--- src/rtl/deserialize_pkg.sv ---
// Shared types and helpers for the serial-in/parallel-out receiver.
package deserialize_pkg;

    typedef enum logic {
        HUNT  = 1'b0,
        SHIFT = 1'b1
    } state_t;

    // Counter width: never narrower than one bit, even for WIDTH=1.
    function automatic int cnt_w(input int width);
        return ($clog2(width) < 1) ? 1 : $clog2(width);
    endfunction

endpackage

--- src/rtl/deserialize_obuf.sv ---
// One-entry valid/ready output register; flags a completed word that cannot be stored.
module deserialize_obuf #(
    parameter int WIDTH = 4
) (
    input  logic             clk,
    input  logic             rst,
    input  logic             load,
    input  logic [WIDTH-1:0] data,
    input  logic             ready,
    output logic [WIDTH-1:0] pout,
    output logic             pout_valid,
    output logic             drop
);
    logic [WIDTH-1:0] pout_reg;
    logic             pout_valid_reg;
    logic             accept_load;

    // A full buffer may still take a new word if it is drained on the same edge.
    assign accept_load = load && (!pout_valid_reg || ready);
    assign drop        = load && pout_valid_reg && !ready;

    always_ff @(posedge clk) begin
        if (rst) begin
            pout_reg       <= '0;
            pout_valid_reg <= 1'b0;
        end else if (accept_load) begin
            pout_reg       <= data;
            pout_valid_reg <= 1'b1;
        end else if (pout_valid_reg && ready) begin
            pout_valid_reg <= 1'b0;
        end
    end

    assign pout       = pout_reg;
    assign pout_valid = pout_valid_reg;

endmodule

--- src/rtl/deserialize.sv ---
// Serial-to-parallel receiver with start-of-frame alignment and a one-word output buffer.
module deserialize
    import deserialize_pkg::*;
#(
    parameter int WIDTH     = 4,
    parameter int MSB_FIRST = 1
) (
    input  logic             clk,
    input  logic             rst,
    input  logic             sin,
    input  logic             sin_valid,
    input  logic             sin_sof,
    output logic [WIDTH-1:0] pout,
    output logic             pout_valid,
    input  logic             pout_ready,
    output logic             overrun,
    output logic             framing_err
);
    localparam int             CW       = cnt_w(WIDTH);
    localparam logic [CW-1:0]  CNT_LAST = CW'(WIDTH - 1);

    state_t           state_reg;
    logic [CW-1:0]    cnt_reg;
    logic [CW-1:0]    cnt_base;
    logic [CW-1:0]    cnt_next;
    logic [WIDTH-1:0] shift_reg;
    logic [WIDTH-1:0] word_base;
    logic [WIDTH-1:0] shift_next;
    logic             overrun_reg;
    logic             framing_err_reg;
    logic             accept;
    logic             complete;
    logic             drop;

    // A start-of-frame always restarts the word at bit 0, discarding any partial bits.
    always_comb begin
        accept    = sin_valid && (state_reg == SHIFT || sin_sof);
        cnt_base  = sin_sof ? '0 : cnt_reg;
        word_base = (cnt_base == '0) ? '0 : shift_reg;
        complete  = accept && (cnt_base == CNT_LAST);
        cnt_next  = complete ? '0 : cnt_base + CW'(1);
    end

    generate
        if (WIDTH == 1) begin : g_w1
            assign shift_next = sin;
        end else if (MSB_FIRST != 0) begin : g_msb
            assign shift_next = {word_base[WIDTH-2:0], sin};
        end else begin : g_lsb
            assign shift_next = {sin, word_base[WIDTH-1:1]};
        end
    endgenerate

    always_ff @(posedge clk) begin
        if (rst) begin
            state_reg       <= HUNT;
            cnt_reg         <= '0;
            shift_reg       <= '0;
            overrun_reg     <= 1'b0;
            framing_err_reg <= 1'b0;
        end else begin
            framing_err_reg <= accept && sin_sof && (state_reg == SHIFT) && (cnt_reg != '0);
            overrun_reg     <= overrun_reg | drop;
            if (accept) begin
                state_reg <= SHIFT;
                cnt_reg   <= cnt_next;
                shift_reg <= shift_next;
            end
        end
    end

    deserialize_obuf #(
        .WIDTH(WIDTH)
    ) u_obuf (
        .clk        (clk),
        .rst        (rst),
        .load       (complete),
        .data       (shift_next),
        .ready      (pout_ready),
        .pout       (pout),
        .pout_valid (pout_valid),
        .drop       (drop)
    );

    assign overrun     = overrun_reg;
    assign framing_err = framing_err_reg;

endmodule
--- config.mk ---
export PLATFORM = sky130hd
export DESIGN_NAME = deserialize
export DESIGN_NICKNAME = d
export VERILOG_FILES = /design/src/rtl/deserialize_pkg.sv /design/src/rtl/deserialize_obuf.sv /design/src/rtl/deserialize.sv
export SDC_FILE = /design/constraint.sdc
export NUM_CORES = 1
export LEC_CHECK = 0
export BUFFER_PORTS_ARGS = -buffer_cell sky130_fd_sc_hd__buf_2
export CAP_MARGIN = 20
export CORE_AREA = 2 2 39 41
export CTS_BUF_LIST = sky130_fd_sc_hd__clkbuf_2 sky130_fd_sc_hd__clkbuf_4 sky130_fd_sc_hd__clkbuf_8
export DETAILED_ROUTE_END_ITERATION = 10
export DIE_AREA = 0 0 41 43
export GPL_TIMING_DRIVEN = 0
export HOLD_SLACK_MARGIN = 0.1
export PLACE_DENSITY = 0.66
export REMOVE_ABC_BUFFERS = 1
export SYNTH_ARGS = -nofsm -noshare
export SYNTH_HDL_FRONTEND = slang
export SYNTH_SLANG_ARGS = --single-unit
--- constraint.sdc ---
create_clock -name clk -period 3.9 [get_ports clk]
set_input_delay 0.39 -clock clk [delete_from_list [all_inputs] [get_ports clk]]
set_output_delay 0.39 -clock clk [all_outputs]
set_load 0.005 [all_outputs]
==> impl_metrics.csv, run 1 <==
group,metric,value,unit
logic_synthesis,yosysSeqAreaShare,0.451,
worst_setup_path,critPathLaunch,"cnt_reg[0]$_SDFFE_PP0P_",
worst_setup_path,cp.arrival,1.57,ns
route,drtAntennaViolNets,0,
place,dp_hpwl,665,µm
floorplanning,core_region_area,1380,µm²
logic_synthesis,synth_common_cells,"13 x dfxtp_1, 8 x nand2b_1, 7 x nand2_1, 5 x a21oi_1, 5 x nor2_1",
worst_setup_path,crit_cells,5,
min_path,hp-start,"sin",
cts,cts_resized,0,
cts,cts_buffers,3,
cts,cts_root_buffer,"clkbuf_4",
cts,cts_tree,"done",
logic_synthesis,synth_top_area_cell,"dfxtp_1",
floorplanning,dieHeight,43,µm
route,vias,435,
min_path,hold_class,"input port to flip-flop",
logic_synthesis,synth_cell_types,19,
floorplanning,rows,14,
logic_synthesis,async_reset_ff_frac,0,
timing,period_share,0.347,
logic_synthesis,syn_inst,60,
floorplanning,io_pins,13,
worst_setup_path,cpPeakStageDelay,0.38,ns
logic_synthesis,ys_warn_count,0,
final_layout,n_fill_cell,137,
floorplanning,initial_core_util,0.417,
worst_setup_path,path_cells,"and2b_1, inv_1, ha_1, or3b_1, mux2i_1",
timing,setup-violations-final,0,
timing,fin_hold_ws,0.361,ns
worst_setup_path,cp_slowest_cell,"or3b_1",
timing,slew_headroom,0.704,
global_routing,grt_max_degree,19,
route,drt_first_iter_violations,5,
logic_synthesis,synth_area,577,µm²
route,drcViolationCount,0,
cts,clkSlewWorstSetupHoldPaths,0.08,ns
final_layout,drive_above_1_share,0.243,
worst_setup_path,critical_path_class,"flip-flop to flip-flop",
cts,cts_max_level,1,
timing,skew,0.00897,ns
power,clock_power_share,0.345,
worst_setup_path,crit_fanout,5,
cts,post_cts.repair.setup_buffers,0,
route,wl_met3,37,µm
global_routing,antenna_found_initial,0,
route,wl_met1,447,µm
route,routed.top_layer,"met4",
route,wl_met2,393,µm
run_status,outcome,"finished clean",
logic_synthesis,synth_area_leaders,"dfxtp_1 45%, nand2b_1 8.7%, mux2i_1 6.9%",
final_layout,largest_reg_flops,4,
floorplanning,dieArea,1760,µm²
run,maxCapViolCount,0,
logic_synthesis,yosysMostFrequentCell,"dfxtp_1",
global_routing,grt_pass1_vias,351,
power,seq_power_share,0.582,
cts,holdBufCountCts,0,
power,p_comb_frac,0.073,
global_routing,grt-ovfl-total,0,
timing,rsz0062_at_grt,"no",
timing,worstMarginPinSlew,0.439,ns
place,io_buffers,12,
power,leakagePower,0.298,nW
final_layout,area_delta_synth_final,15.8,%
logic_synthesis,ys_seq_elements,13,
cts,ctsLongestPathBuffers,2,
timing,fin_tns_setup,0,ns
worst_setup_path,cp.required,4.11,ns
route,wl_per_cell,9.92,µm
worst_setup_path,timing.reg2reg.worst_path_depth,5,
floorplanning,die_w,41,µm
worst_setup_path,crit_family,"simple AND/OR/NAND/NOR gates",
logic_synthesis,synth-edff-count,0,
route,drt_pass1_iterations,4,
cts,numClockSinks,13,
timing,hold_violations,0,
worst_setup_path,r2r-start,"cnt_reg[0]$_SDFFE_PP0P_",
place,gp_congestion,0.729,
power,p_int,181,µW
logic_synthesis,avgSynthCellArea,9.61,µm²
power,switching_share,0.234,
worst_setup_path,startpoint_type,"flip-flop",
power,vdd_drop_max,180,µV
route,post_drt_via_cell_ratio,4.83,
power,power_density,353,nW/µm²
power,switchingPower,55.3,µW
worst_setup_path,crit_buf_inv,1,
logic_synthesis,ys.flop_type,"dfxtp_1",
cts,clkLatencyLatePin,0.27,ns
power,total_power,236,µW
global_routing,grt_pass1_wl,1460,µm
timing,min_period,1.35,ns
global_routing,grtUsageTotal,0.126,
logic_synthesis,yosysTopAreaCellShare,0.451,
final_layout,finalNetCount,83,
route,wirelength,893,µm
worst_setup_path,cp-end-kind,"flip-flop",
final_layout,diodes,0,
timing,slew_violations,0,
min_path,whs_path_depth,3,
timing,max_freq,739,MHz
[metrics by stage]
stage                     setup slack (ns)  instances  area, µm²   util
after detailed placement              2.32         86        641  0.463
final                                 2.55         90        668  0.483
after floorplan                       2.52         58        561      -
after CTS                             2.54         90        668  0.483
after global routing                  2.42         90        668  0.483
after global placement                2.32         86        641  0.463
[tightest hold or removal path, stage by stage]
cell	delay, ns
buf_2	0.10
nand2_1	0.05
a21oi_1	0.05
[layer usage]
metal | global-route usage | up-vias
li1 | - | 232
met1 | 0.157 | 191
met2 | 0.166 | 10
met3 | 0.0471 | 2
met4 | 0.100 | 0
met5 | 0 | -
[kinds of logic after synthesis]
kind of cell	after synthesis	share of synthesized area
compound gates	9	0.0998
flops	13	0.451
simple gates	28	0.295
mux	4	0.0694
fa+ha+maj	2	0.0434
buf+inv	4	0.0412
[cell usage in the layout (no fill, tap or decap), drive strengths merged]
cell / Yosys / layout
dfxtp: 13 / 13
buf: 2 / 12
nand2b: 8 / 8
nand2: 7 / 7
nor2: 5 / 5
a21oi: 5 / 5
mux2i: 4 / 4
or3b: 3 / 3
clkbuf: 0 / 3
inv: 2 / 2
nand3b: 2 / 2
ha: 2 / 2
and2b: 1 / 1
nand4b: 1 / 1
o21a: 1 / 1
nand3: 1 / 1
a211oi: 1 / 1
o21ai: 1 / 1
o31ai: 1 / 1
clkinv: 0 / 1
[power groups by stage]
stage | clock (mW) | sequential [mW] | combinational [mW]
2_1_floorplan | 0 | 0.140 | 0.0103
3_3_place_gp | 0 | 0.140 | 0.0173
3_5_place_dp | 0 | 0.140 | 0.0175
4_1_cts | 0.0842 | 0.137 | 0.0175
5_1_grt | 0.0933 | 0.138 | 0.0197
6_report | 0.0813 | 0.137 | 0.0173
[area by class of cell]
class / count / area (µm²) / share of cell area
clock buffers: 3 / 22.5 / 0.0337
well taps: 16 / 20.0 / 0.0300
multi-input cells: 43 / 293 / 0.438
repair buffers: 12 / 60.1 / 0.0899
flip-flops and latches: 13 / 260 / 0.390
clock inverters: 1 / 5.00 / 0.00749
inverters: 2 / 7.51 / 0.0112
[worst paths after layout]
kind,slack (ns),endpoint
min,0.36,shift_reg[0]$_SDFFE_PP0P_
max reg2reg,2.55,u_obuf.pout[1]$_SDFFE_PP0P_
max,2.55,u_obuf.pout[1]$_SDFFE_PP0P_
min reg2reg,0.45,shift_reg[2]$_SDFFE_PP0P_
Note: power is estimated with default switching activity, not from simulation.
==> run 2, diff against run 1 <==
ABC_AREA = 1   (was not set)
PLACE_DENSITY = not set   (was 0.66)
clock period = 1.3 ns   (was 3.9 ns; I/O delays follow)
==> impl_metrics.csv, run 2 <==
group,metric,value,unit
global_routing,grt_max_degree,11,
worst_setup_path,path_cells,"nand2_1, inv_1, ha_2, buf_4, nand3_2, nand2_1, nand2_1, nor2_1",
timing,slew_headroom,0.847,
cts,clkLatencyLatePin,0.27,ns
route,drt_first_iter_violations,10,
floorplanning,io_pins,13,
place,place_area,636,µm²
floorplanning,rows,14,
timing,rsz0062_at_grt,"no",
timing,slew_violations,0,
final_layout,diodes,0,
final_layout,mostFrequentLayoutCell,"nor2_1",
route,drt_pass1_iterations,4,
worst_setup_path,cp.arrival,1.36,ns
logic_synthesis,syn_inst,75,
route,vias,497,
cts,ctsLongestPathBuffers,2,
route,wl_per_cell,8.98,µm
worst_setup_path,cp_slowest_cell,"dfxtp_1",
floorplanning,dieHeight,43,µm
floorplanning,dieArea,1760,µm²
timing,skew,0.00412,ns
global_routing,antenna_found_initial,0,
route,wirelength,979,µm
run,maxCapViolCount,0,
timing,hold_violations,0,
logic_synthesis,synth_cell_types,14,
power,vdd_drop_max,624,µV
logic_synthesis,yosysMostFrequentCell,"nor2_1",
run_status,outcome,"finished clean",
cts,cts_max_level,1,
timing,period_share,0.886,
min_path,hold_class,"input port to flip-flop",
logic_synthesis,async_reset_ff_frac,0,
timing,worst_slack,0.149,ns
worst_setup_path,cp-end-kind,"flip-flop",
cts,numClockSinks,13,
global_routing,grt_pass1_vias,425,
logic_synthesis,yosysSeqAreaShare,0.468,
power,power_density,1100,nW/µm²
route,drtAntennaViolNets,0,
timing,max_freq,869,MHz
logic_synthesis,synth_area_leaders,"dfxtp_1 47%, nor2_1 10%, inv_1 8.8%",
cts,cts_buffers,3,
worst_setup_path,crit_family,"simple AND/OR/NAND/NOR gates",
logic_synthesis,synth_top_area_cell,"dfxtp_1",
cts,cts_tree,"done",
logic_synthesis,ys.flop_type,"dfxtp_1",
final_layout,area_delta_synth_final,24.1,%
final_layout,layout_common_cells,"14 x nor2_1, 13 x inv_1, 12 x dfxtp_1, 12 x buf_2, 11 x nand2_1",
timing,setup-violations-final,0,
cts,clkSlewWorstSetupHoldPaths,0.08,ns
floorplanning,core_region_area,1380,µm²
route,post_drt_via_cell_ratio,4.56,
global_routing,grt-ovfl-total,0,
logic_synthesis,synth_common_cells,"15 x nor2_1, 13 x dfxtp_1, 13 x inv_1, 11 x nand2_1",
cts,cts_root_buffer,"clkbuf_4",
power,total_power,762,µW
worst_setup_path,crit_buf_inv,2,
place,pre_cts_slack,-0.00626,ns
logic_synthesis,ys_seq_elements,13,
final_layout,drive_above_1_share,0.247,
place,io_buffers,12,
worst_setup_path,r2r_slack,0.15,ns
floorplanning,initial_core_util,0.401,
timing,min_period,1.15,ns
final_layout,n_fill_cell,151,
final_layout,largest_reg_flops,4,
place,gp_congestion,0.735,
logic_synthesis,avgSynthCellArea,7.41,µm²
worst_setup_path,critical_path_class,"flip-flop to flip-flop",
power,leakagePower,0.340,nW
timing,worstMarginPinSlew,0.227,ns
logic_synthesis,yosysTopAreaCellShare,0.468,
place,dp_hpwl,733,µm
worst_setup_path,crit_fanout,5,
logic_synthesis,ys_warn_count,0,
route,drcViolationCount,0,
final_layout,finalNetCount,102,
final_layout,post-route-cell-area,689,µm²
global_routing,grtUsageTotal,0.147,
logic_synthesis,synth-edff-count,0,
floorplanning,die_w,41,µm
worst_setup_path,cpPeakStageDelay,0.35,ns
logic_synthesis,synth_area,556,µm²
worst_setup_path,startpoint_type,"flip-flop",
global_routing,grt_pass1_wl,1660,µm
worst_setup_path,cp.required,1.51,ns
worst_setup_path,crit_top_cell,"nand2_1",
timing,fin_tns_setup,0,ns
[run 2: cell families after synthesis]
family | Yosys count | synth area share
AND/OR/NAND/NOR | 34 | 0.279
adder cells (fa/ha/maj) | 2 | 0.0450
buffers and inverters | 13 | 0.0878
flip-flops | 13 | 0.468
AO/OA/AOI/OAI | 13 | 0.119
[run 2: area by class of cell]
type,count,area [µm²],area share
clock buffer,4,30.0,0.0436
tap,16,20.0,0.0290
inverter,13,48.8,0.0708
timing repair buffer,14,77.6,0.113
multi-input combinational,49,251,0.365
sequential,13,262,0.379
[run 2: what timing repair did]
action / in CTS / in global routing
buffers inserted: 0 / 1
resized for setup: 1 / 2
gates cloned: 0 / 0
pin swaps: 0 / 1
hold buffers: 1 / 0
endpoints found under the hold margin: 4 / 0
endpoints found under the setup margin: 3 / 3
[run 2: metrics by stage]
stage	instances	utilization	hold slack, ns
6_report	109	0.498	0.150
2_1_floorplan	75	-	0.199
4_1_cts	108	0.490	0.126
3_5_place_dp	103	0.459	0.355
5_1_grt	109	0.498	0.136
3_3_place_gp	103	0.459	0.355
[run 2: metal layers]
| metal | global-route usage | up-vias | wire, µm | share of wire |
|---|---|---|---|---|
| met5 | 0 | - | 0 | 0 |
| met4 | 0.140 | 0 | 31 | 0.032 |
| met3 | 0.0628 | 4 | 53 | 0.054 |
| met2 | 0.175 | 10 | 429 | 0.44 |
| met1 | 0.187 | 208 | 463 | 0.47 |
| li1 | - | 275 | - | - |
[run 2: power breakdown]
| group | internal, mW | switching, mW |
|---|---|---|
| registers | 0.414 | 0.00632 |
| clock network | 0.140 | 0.126 |
| logic | 0.0279 | 0.0475 |
[run 2: final timing paths]
kind / end / cells after the start / startpoint
worst max-delay path: u_obuf.pout[1]$_SDFFE_PP0P_ / 8 / cnt_reg[0]$_SDFFE_PP0P_
worst min-delay path: framing_err$_SDFF_PP0_ / 3 / sin_sof
worst max register to register: u_obuf.pout[1]$_SDFFE_PP0P_ / 8 / cnt_reg[0]$_SDFFE_PP0P_
worst min register to register: shift_reg[0]$_SDFFE_PP0P_ / 2 / shift_reg[0]$_SDFFE_PP0P_
[run 2: worst min-delay path, cell delays in order]
cell	delay (ns)
buf_2	0.12
o21ai_0	0.08
nor4_1	0.05
